==> src/rtl/hour_cnt24_if.sv <==
// hour_cnt24_if: groups the hour counter's stimulus and display signals.
// The pm signal exists only when HOUR12_MODE_EN is defined.
interface hour_cnt24_if;
  logic       carry_in;
  logic       hour_add;
  logic       hour_minus;
  logic [3:0] cnt24_L;
  logic [3:0] cnt24_H;
  logic       day_carry;
`ifdef HOUR12_MODE_EN
  logic       pm;
`endif

  // Drives the counter: upstream minute stage plus the buttons
  modport master (
    output carry_in, hour_add, hour_minus,
`ifdef HOUR12_MODE_EN
    input  pm,
`endif
    input  cnt24_L, cnt24_H, day_carry
  );

  // The counter itself
  modport slave (
    input  carry_in, hour_add, hour_minus,
`ifdef HOUR12_MODE_EN
    output pm,
`endif
    output cnt24_L, cnt24_H, day_carry
  );
endinterface

==> src/rtl/hour_cnt24.sv <==
// hour_cnt24: hour stage of a clock. Counts 00..23 in BCD, advanced by the
// minute-wrap pulse and by add/minus buttons, with a day-wrap pulse out.
// Optional macro HOUR12_MODE_EN: display 12, 01..11 with a registered pm flag.
// The count is held internally as a binary hour 0..23 in both modes; only the
// display mapping differs, so wrap and day-carry logic is shared.
module hour_cnt24 #(
  parameter int unsigned RST_HOUR = 0
) (
  input logic         clk,
  input logic         clr,
  hour_cnt24_if.slave bus
);

  localparam int unsigned RstClip = (RST_HOUR > 23) ? 0 : RST_HOUR;
`ifdef HOUR12_MODE_EN
  // pm is cleared on reset, so the reset hour is folded into the AM half
  localparam logic [4:0] RstInit = 5'(RstClip % 12);
`else
  localparam logic [4:0] RstInit = 5'(RstClip);
`endif

  // Binary hour 0..23 -> {tens, units} BCD as shown on the outputs
  function automatic logic [7:0] disp_bcd(input logic [4:0] h);
    logic [4:0] d;
`ifdef HOUR12_MODE_EN
    d = (h >= 5'd12) ? h - 5'd12 : h;
    if (d == 5'd0) d = 5'd12;
`else
    d = h;
`endif
    if (d >= 5'd20)      disp_bcd = {4'd2, 4'(d - 5'd20)};
    else if (d >= 5'd10) disp_bcd = {4'd1, 4'(d - 5'd10)};
    else                 disp_bcd = {4'd0, 4'(d)};
  endfunction

  logic       add_q1, add_q2, add_arm_q;
  logic       minus_q1, minus_q2, minus_arm_q;
  logic [4:0] hour_q, hour_d;
  logic [3:0] cnt_h_q, cnt_l_q;
  logic       day_carry_q;
  logic       add_edge, minus_edge;
  logic [5:0] sum;
  logic       step_nz;
  logic       wrap_fwd;
  logic [7:0] bcd_d;
`ifdef HOUR12_MODE_EN
  logic       pm_q;
`endif

  // Button edges, net step modulo 24, and next display value
  always_comb begin
    // The arm flag stops a button held through clr from counting on release of clr
    add_edge   = add_q1 & ~add_q2 & add_arm_q;
    minus_edge = minus_q1 & ~minus_q2 & minus_arm_q;
    // Biased by 24 so a -1 step never goes negative: range 23..49
    sum      = {1'b0, hour_q} + 6'(bus.carry_in) + 6'(add_edge) + 6'd24 - 6'(minus_edge);
    step_nz  = (sum != ({1'b0, hour_q} + 6'd24));
    wrap_fwd = (sum >= 6'd48);
    if (sum >= 6'd48)      hour_d = 5'(sum - 6'd48);
    else if (sum >= 6'd24) hour_d = 5'(sum - 6'd24);
    else                   hour_d = 5'(sum);
    bcd_d = disp_bcd(hour_d);
  end

  // Button history, count and registered outputs; clr overrides any step
  always_ff @(posedge clk) begin
    if (clr) begin
      add_q1      <= 1'b0;
      add_q2      <= 1'b0;
      add_arm_q   <= 1'b0;
      minus_q1    <= 1'b0;
      minus_q2    <= 1'b0;
      minus_arm_q <= 1'b0;
      hour_q      <= RstInit;
      {cnt_h_q, cnt_l_q} <= disp_bcd(RstInit);
      day_carry_q <= 1'b0;
`ifdef HOUR12_MODE_EN
      pm_q        <= 1'b0;
`endif
    end else begin
      add_q1      <= bus.hour_add;
      add_q2      <= add_q1;
      add_arm_q   <= add_arm_q | ~bus.hour_add;
      minus_q1    <= bus.hour_minus;
      minus_q2    <= minus_q1;
      minus_arm_q <= minus_arm_q | ~bus.hour_minus;
      day_carry_q <= bus.carry_in & wrap_fwd;
      if (step_nz) begin
        hour_q             <= hour_d;
        {cnt_h_q, cnt_l_q} <= bcd_d;
`ifdef HOUR12_MODE_EN
        pm_q               <= (hour_d >= 5'd12);
`endif
      end
    end
  end

  assign bus.cnt24_H   = cnt_h_q;
  assign bus.cnt24_L   = cnt_l_q;
  assign bus.day_carry = day_carry_q;
`ifdef HOUR12_MODE_EN
  assign bus.pm        = pm_q;
`endif

endmodule
==> src/flat_wrapper.sv <==
// flat-port wrapper written by rule: the top's interface ports become plain ports
module hour_cnt24_flat 
#(
  parameter int unsigned RST_HOUR = 0
)
  (clk, clr, bus_carry_in, bus_hour_add, bus_hour_minus, bus_cnt24_L, bus_cnt24_H, bus_day_carry);
  hour_cnt24_if bus_i ();
  input logic clk;
  input logic clr;
  input wire logic [$bits(bus_i.carry_in)-1:0] bus_carry_in;
  input wire logic [$bits(bus_i.hour_add)-1:0] bus_hour_add;
  input wire logic [$bits(bus_i.hour_minus)-1:0] bus_hour_minus;
  output wire logic [$bits(bus_i.cnt24_L)-1:0] bus_cnt24_L;
  output wire logic [$bits(bus_i.cnt24_H)-1:0] bus_cnt24_H;
  output wire logic [$bits(bus_i.day_carry)-1:0] bus_day_carry;
  assign bus_i.carry_in = bus_carry_in;
  assign bus_i.hour_add = bus_hour_add;
  assign bus_i.hour_minus = bus_hour_minus;
  assign bus_cnt24_L = bus_i.cnt24_L;
  assign bus_cnt24_H = bus_i.cnt24_H;
  assign bus_day_carry = bus_i.day_carry;
  hour_cnt24 #(.RST_HOUR(RST_HOUR)) u_core (.clk(clk), .clr(clr), .bus(bus_i));
endmodule
==> config.mk <==
export PLATFORM = sky130hd
export DESIGN_NAME = hour_cnt24_flat
export DESIGN_NICKNAME = d
export VERILOG_FILES = /design/src/rtl/hour_cnt24_if.sv /design/src/rtl/hour_cnt24.sv /design/src/flat_wrapper.sv
export SDC_FILE = /design/constraint.sdc
export NUM_CORES = 1
export LEC_CHECK = 0
export BUFFER_PORTS_ARGS = -buffer_cell sky130_fd_sc_hd__buf_2
export CORE_ASPECT_RATIO = 0.75
export CORE_MARGIN = 3
export CORE_UTILIZATION = 40
export CTS_CLUSTER_DIAMETER = 50
export DETAILED_ROUTE_END_ITERATION = 12
export GPL_TIMING_DRIVEN = 0
export PLACE_DENSITY = 0.63
export SYNTH_ARGS = -nofsm -noshare
export SYNTH_HDL_FRONTEND = slang
export SYNTH_SLANG_ARGS = --single-unit
==> constraint.sdc <==
create_clock -name clk -period 5.45 [get_ports clk]
set_input_delay 1.635 -clock clk [delete_from_list [all_inputs] [get_ports clk]]
set_output_delay 1.635 -clock clk [all_outputs]
set_load 0.02 [all_outputs]
## Word level (Yosys, flattened, before mapping)

Index checks and enable logic that the tools add are counted.
W data, S select, Z words.

- Input bits: 5
- Output and inout bits: 9
- Word-level logic and storage cells: 39
- Register bits after elaboration: 20

- Add/sub/neg operators: 9
- Magnitude comparators: 4
- Bitwise gates (word level): 11
- Muxes and demuxes: 4
- Equality and inequality tests: 1

Operators by type and width:

| operator | number |
|---|---|
| $mux W5 | 3 |
| $sub A5 B5 Y5 const B | 2 |
| $mux W8 | 1 |
| $add A5 B1 Y6 | 1 |
| $add A5 B5 Y6 const B | 1 |
| $add A6 B1 Y6 | 1 |
| $add A6 B5 Y6 const B | 1 |
| $ge A6 B5 Y1 const B | 1 |
| $ge A6 B6 Y1 const B | 1 |
| $ne A6 B6 Y1 | 1 |
| $sub A6 B1 Y6 | 1 |
| $and A1 B1 Y1 | 5 |
| $ge A5 B4 Y1 const B | 1 |
| $ge A5 B5 Y1 const B | 1 |
| $not A1 Y1 | 4 |
| $sub A4 B3 Y4 const B | 1 |
| $sub A4 B4 Y4 const B | 1 |
| $or A1 B1 Y1 | 2 |

## Depth between registers and ports, before layout

- Depth in word-level cells: 12
- Gate-level depth with buffers: 18
- Depth with buffers taken out: 17

## Worst setup path before layout

No wires, ideal clock.

- Path kind: input-to-reg
- From: input port bus_carry_in
- To: register u_core.cnt_l_q[3] (netlist: u_core.bus.cnt24_L[3])
- Setup time: 122 ps
- Cell stages on the path: 15
- Data required time: 5328 ps
- Buffers on the path: 1
- Slack: 698 ps
- Arrival time: 4630 ps
- Cell sequence: inv_1 > fa_1 > fa_1 > nand2b_1 > a22oi_1 > xnor2_1 > ha_1 > nand3_1 > and2_2 > a211oi_1 > a311o_1 > buf_4 > mux2_2 > a211oi_1 > nor3_1

- Longest elaborated chain between the ends: 10
- Elaborated cells on any way between the ends: 17
- Those cells by class: add/sub (8); order compare (4); eq/ne (1); mux (4)

RTL lines:

| element | RTL line | RTL |
|---|---|---|
| from (decl) | flat_wrapper.sv:10 | `input wire logic [$bits(bus_i.carry_in)-1:0] bus_carry_in;` |
| $add A5 B1 Y6 * | hour_cnt24.sv:56 | `sum = {1'b0, hour_q} + 6'(bus.carry_in) + 6'(add_edge) + 6'd24 - 6'(minus_edge);` |
| $add A6 B1 Y6 * | hour_cnt24.sv:56 |  |
| $add A6 B5 Y6 * | hour_cnt24.sv:56 |  |
| $sub A6 B1 Y6 * | hour_cnt24.sv:56 |  |
| $sub A5 B5 Y5 or $ge A6 B5 Y1 (tied branches) | hour_cnt24.sv:60 | `else if (sum >= 6'd24) hour_d = 5'(sum - 6'd24);` |
| $mux W5 | hour_cnt24.sv:60 |  |
| $mux W5 | hour_cnt24.sv:59 | `if (sum >= 6'd48) hour_d = 5'(sum - 6'd48);` |
| $sub A4 B4 Y4 or $ge A5 B4 Y1 (tied branches) | hour_cnt24.sv:32 | `else if (d >= 5'd10) disp_bcd = {4'd1, 4'(d - 5'd10)};` |
| $mux W5 | hour_cnt24.sv:32 |  |
| $mux W8 | hour_cnt24.sv:31 | `if (d >= 5'd20) disp_bcd = {4'd2, 4'(d - 5'd20)};` |
| to (signal assigned) | hour_cnt24.sv:75 | `{cnt_h_q, cnt_l_q} <= disp_bcd(RstInit);` |
| to (decl) | hour_cnt24.sv:39 | `logic [3:0] cnt_h_q, cnt_l_q;` |

Mark *: on every way between the ends. The rest lies on a longest branch, timed or not.
A chain may end at the register's enable or synchronous reset.

## Worst setup path after layout

Same ends and word-level chain as after synthesis.

==> flow_metrics.tcl <==
set metrics [dict create \
    status "completed" \
    die_w_um 67.64 \
    p_int_w 0.0005217 \
    htree_levels 1 \
    num_antenna_cells 0 \
    initial_core_util_pct 42.81 \
    grt_max_degree 11 \
    via_count 964 \
    cts_buffers 3 \
    grt_pass1_vias 884 \
    die_h_um 52.23 \
    p_leak_nw 0.5662 \
    io_pins 14 \
    combPwrFrac_pct 72.2 \
    first_pass_iters 4 \
    required_ns 5.60 \
    min_delay_path_depth 2 \
    cts_tree "yes" \
    root_buffer "clkbuf_8" \
    cts_hold_buf 0 \
    fin_worst_skew_ns 0.002617 \
    placed_area_um2 1244 \
    wl_mm 2.488 \
    slew_violations 0 \
    tns_ns 0 \
    row_count 16 \
    antenna_found_initial 0 \
    core-area_um2 2663 \
    p_per_area_nw_per_um2 755.4 \
    power_frac_clock_pct 10.0 \
    placed_cells 184 \
    grt.overflow.total 0 \
    route.detailed.drc 0 \
    worstPathArrival_ns 5.10 \
    cts_setup_buffers 0 \
    hpwl_mm 1.976 \
    yosysSeqAreaShare_pct 29.86 \
    worst_setup_path_start_kind "primary input" \
    pwr-share-seq_pct 17.8 \
    syn-mean-instance-area_um2 8.381 \
    clk_latency_ns 0.26 \
    synthFlopType "dfxtp_1" \
    drive_gt1_share_pct 15.79 \
    maxCapViolations 0 \
    grt_pass1_wl_mm 3.995 \
    post_drt_wl_per_cell_um 13.23 \
    endpoint_kind "flop" \
    ant_nets 0 \
    setup_viol 0 \
    timing.fmax_mhz 201.7 \
    finalCriticalPeriod_ns 4.958 \
    ir_drop_uv 374.2 \
    syn_area_um2 1140 \
    hold_viol_final 0 \
    synth_top_area_cell "dfxtp_1" \
    yosysWarnings 0 \
    sw_frac_of_total_pct 46.41 \
    layout_commonest_cell "dfxtp_1" \
    rrSetupSlack_ns 1.26 \
    syn-instance-count 136 \
    yosys.area.top_type_share_pct 29.86 \
    synth_cell_types 42 \
    whs_ns 0.4561 \
    layout.cells.non_filler 188 \
    clkTransAtPathRegs_ns 0.07 \
    synth_edf_count 0 \
    rsz0062_at_grt "no" \
    nNetsFinal 169 \
    place.gp.congestion 0.8098 \
    port_buffers 11 \
    drt_iter0_markers 65 \
    clockBufferDepth 2 \
    area_growth_pct 13.06 \
    vias_per_cell 5.128 \
    stdcell_area_um2 1289 \
    min_path_type "flop to flop" \
    r2r_cells 16 \
    dieArea_um2 3533 \
    finalPower_w 0.0009735 \
    synth.area.top_cells "dfxtp_1 (30%), ha_1 (9.9%), xnor2_1 (6.1%), nor2_1 (4.9%), inv_1 (4.6%)" \
    async_flop_share_pct 0 \
    p_sw_w 0.0004519 \
    fillers 253 \
    critPathMaxFanout 8 \
    postSynthRegisterBits 17 \
    critPathKind "primary input to flop" \
    fin_crit_sh_pct 90.97 \
    final_cell_mix "dfxtp_1 (17), nor2_1 (15), inv_1 (14), buf_2 (11), ha_1 (9)" \
    track_usage_pct 15.37 \
    clock-sinks 17 \
    postCtsResizedCells 0 \
]
## synthesized netlist by cell type, types with 2 or more instances
library cell	instances
a211oi_1	5
a21oi_1	6
a31oi_1	2
and3_1	2
buf_4	4
clkbuf_1	2
dfxtp_1	17
fa_1	2
ha_1	9
inv_1	14
mux2i_1	2
nand2_1	7
nand3_1	4
nand3b_1	2
nor2_1	15
nor2b_1	5
nor3_1	3
o21ai_0	3
o31ai_1	2
xnor2_1	8
## logic make-up after synthesis
logic type	Yosys count	share of synthesized area, %
simple gates	45	19.65
compound gates	29	18.22
buf+inv	21	8.892
flops	17	29.86
fa+ha+maj	11	13.39
xor+xnor	9	6.916
mux	3	2.744
other cells	1	0.3290
## worst max-delay path: stages
cell and delay [ns]:
buf_2 0.09, inv_1 0.05, fa_1 0.43, fa_1 0.41
nand2b_1 0.23, a22oi_1 0.20, xnor2_1 0.27, ha_1 0.25
nand3_1 0.09, and2_2 0.23, a211oi_1 0.26, a311o_1 0.16
buf_4 0.16, mux2_2 0.33, a211oi_1 0.25, nor3_1 0.08
## final timing paths
check	startpoint	end
hold / removal	u_core.minus_arm_q	u_core.minus_arm_q
setup reg to reg	u_core.add_q2	u_core.bus.cnt24_L[3]
hold reg to reg	u_core.minus_arm_q	u_core.minus_arm_q
setup / recovery	bus_carry_in	u_core.bus.cnt24_L[3]
## power by group through the flow
stage	registers (W)	clock network (W)	logic, W
5_1_grt	0.000176	0.000104	0.000774
4_1_cts	0.000173	0.000100	0.000701
3_5_place_dp	0.000175	0	0.000697
2_1_floorplan	0.000187	0	0.000559
3_3_place_gp	0.000174	0	0.000679
6_report	0.000173	0.0000974	0.000703
## state kept, by name (all words and copies together), names as in the netlist
signal and count:
u_core.minus_arm_q 1, u_core.add_q1 1, u_core.hour_q 4, u_core.add_arm_q 1, u_core.bus.day_carry 1, u_core.add_q2 1
u_core.minus_q2 1, u_core.minus_q1 1, u_core.bus.cnt24_H 2, u_core.bus.cnt24_L 4
## final cells by class
type,count,area [um^2],share of cell area [%]
flip-flops and latches,17,340.3,26.41
repair buffers,11,55.05,4.272
clock buffers,4,45.04,3.495
plain buffers,7,48.80,3.786
inverters,14,52.55,4.078
multi-input cells,99,701.9,54.47
well taps,36,45.04,3.495
## through the flow
step	util (%)	setup slack (ns)
2_1_floorplan	-	0.6978
3_5_place_dp	46.71	0.2458
5_1_grt	48.40	0.3054
6_report	48.40	0.4920
4_1_cts	48.40	0.4870
3_3_place_gp	46.71	0.2630
## metal layers
layer	routed length, um	track usage (%)	part of all wire (%)
met1	1237	21.02	50
met2	1119	23.75	45
met3	116	4.506	4.7
met4	14	3.367	0.56
met5	0	0	0
No activity file was read; power rests on OpenSTA's default activity.
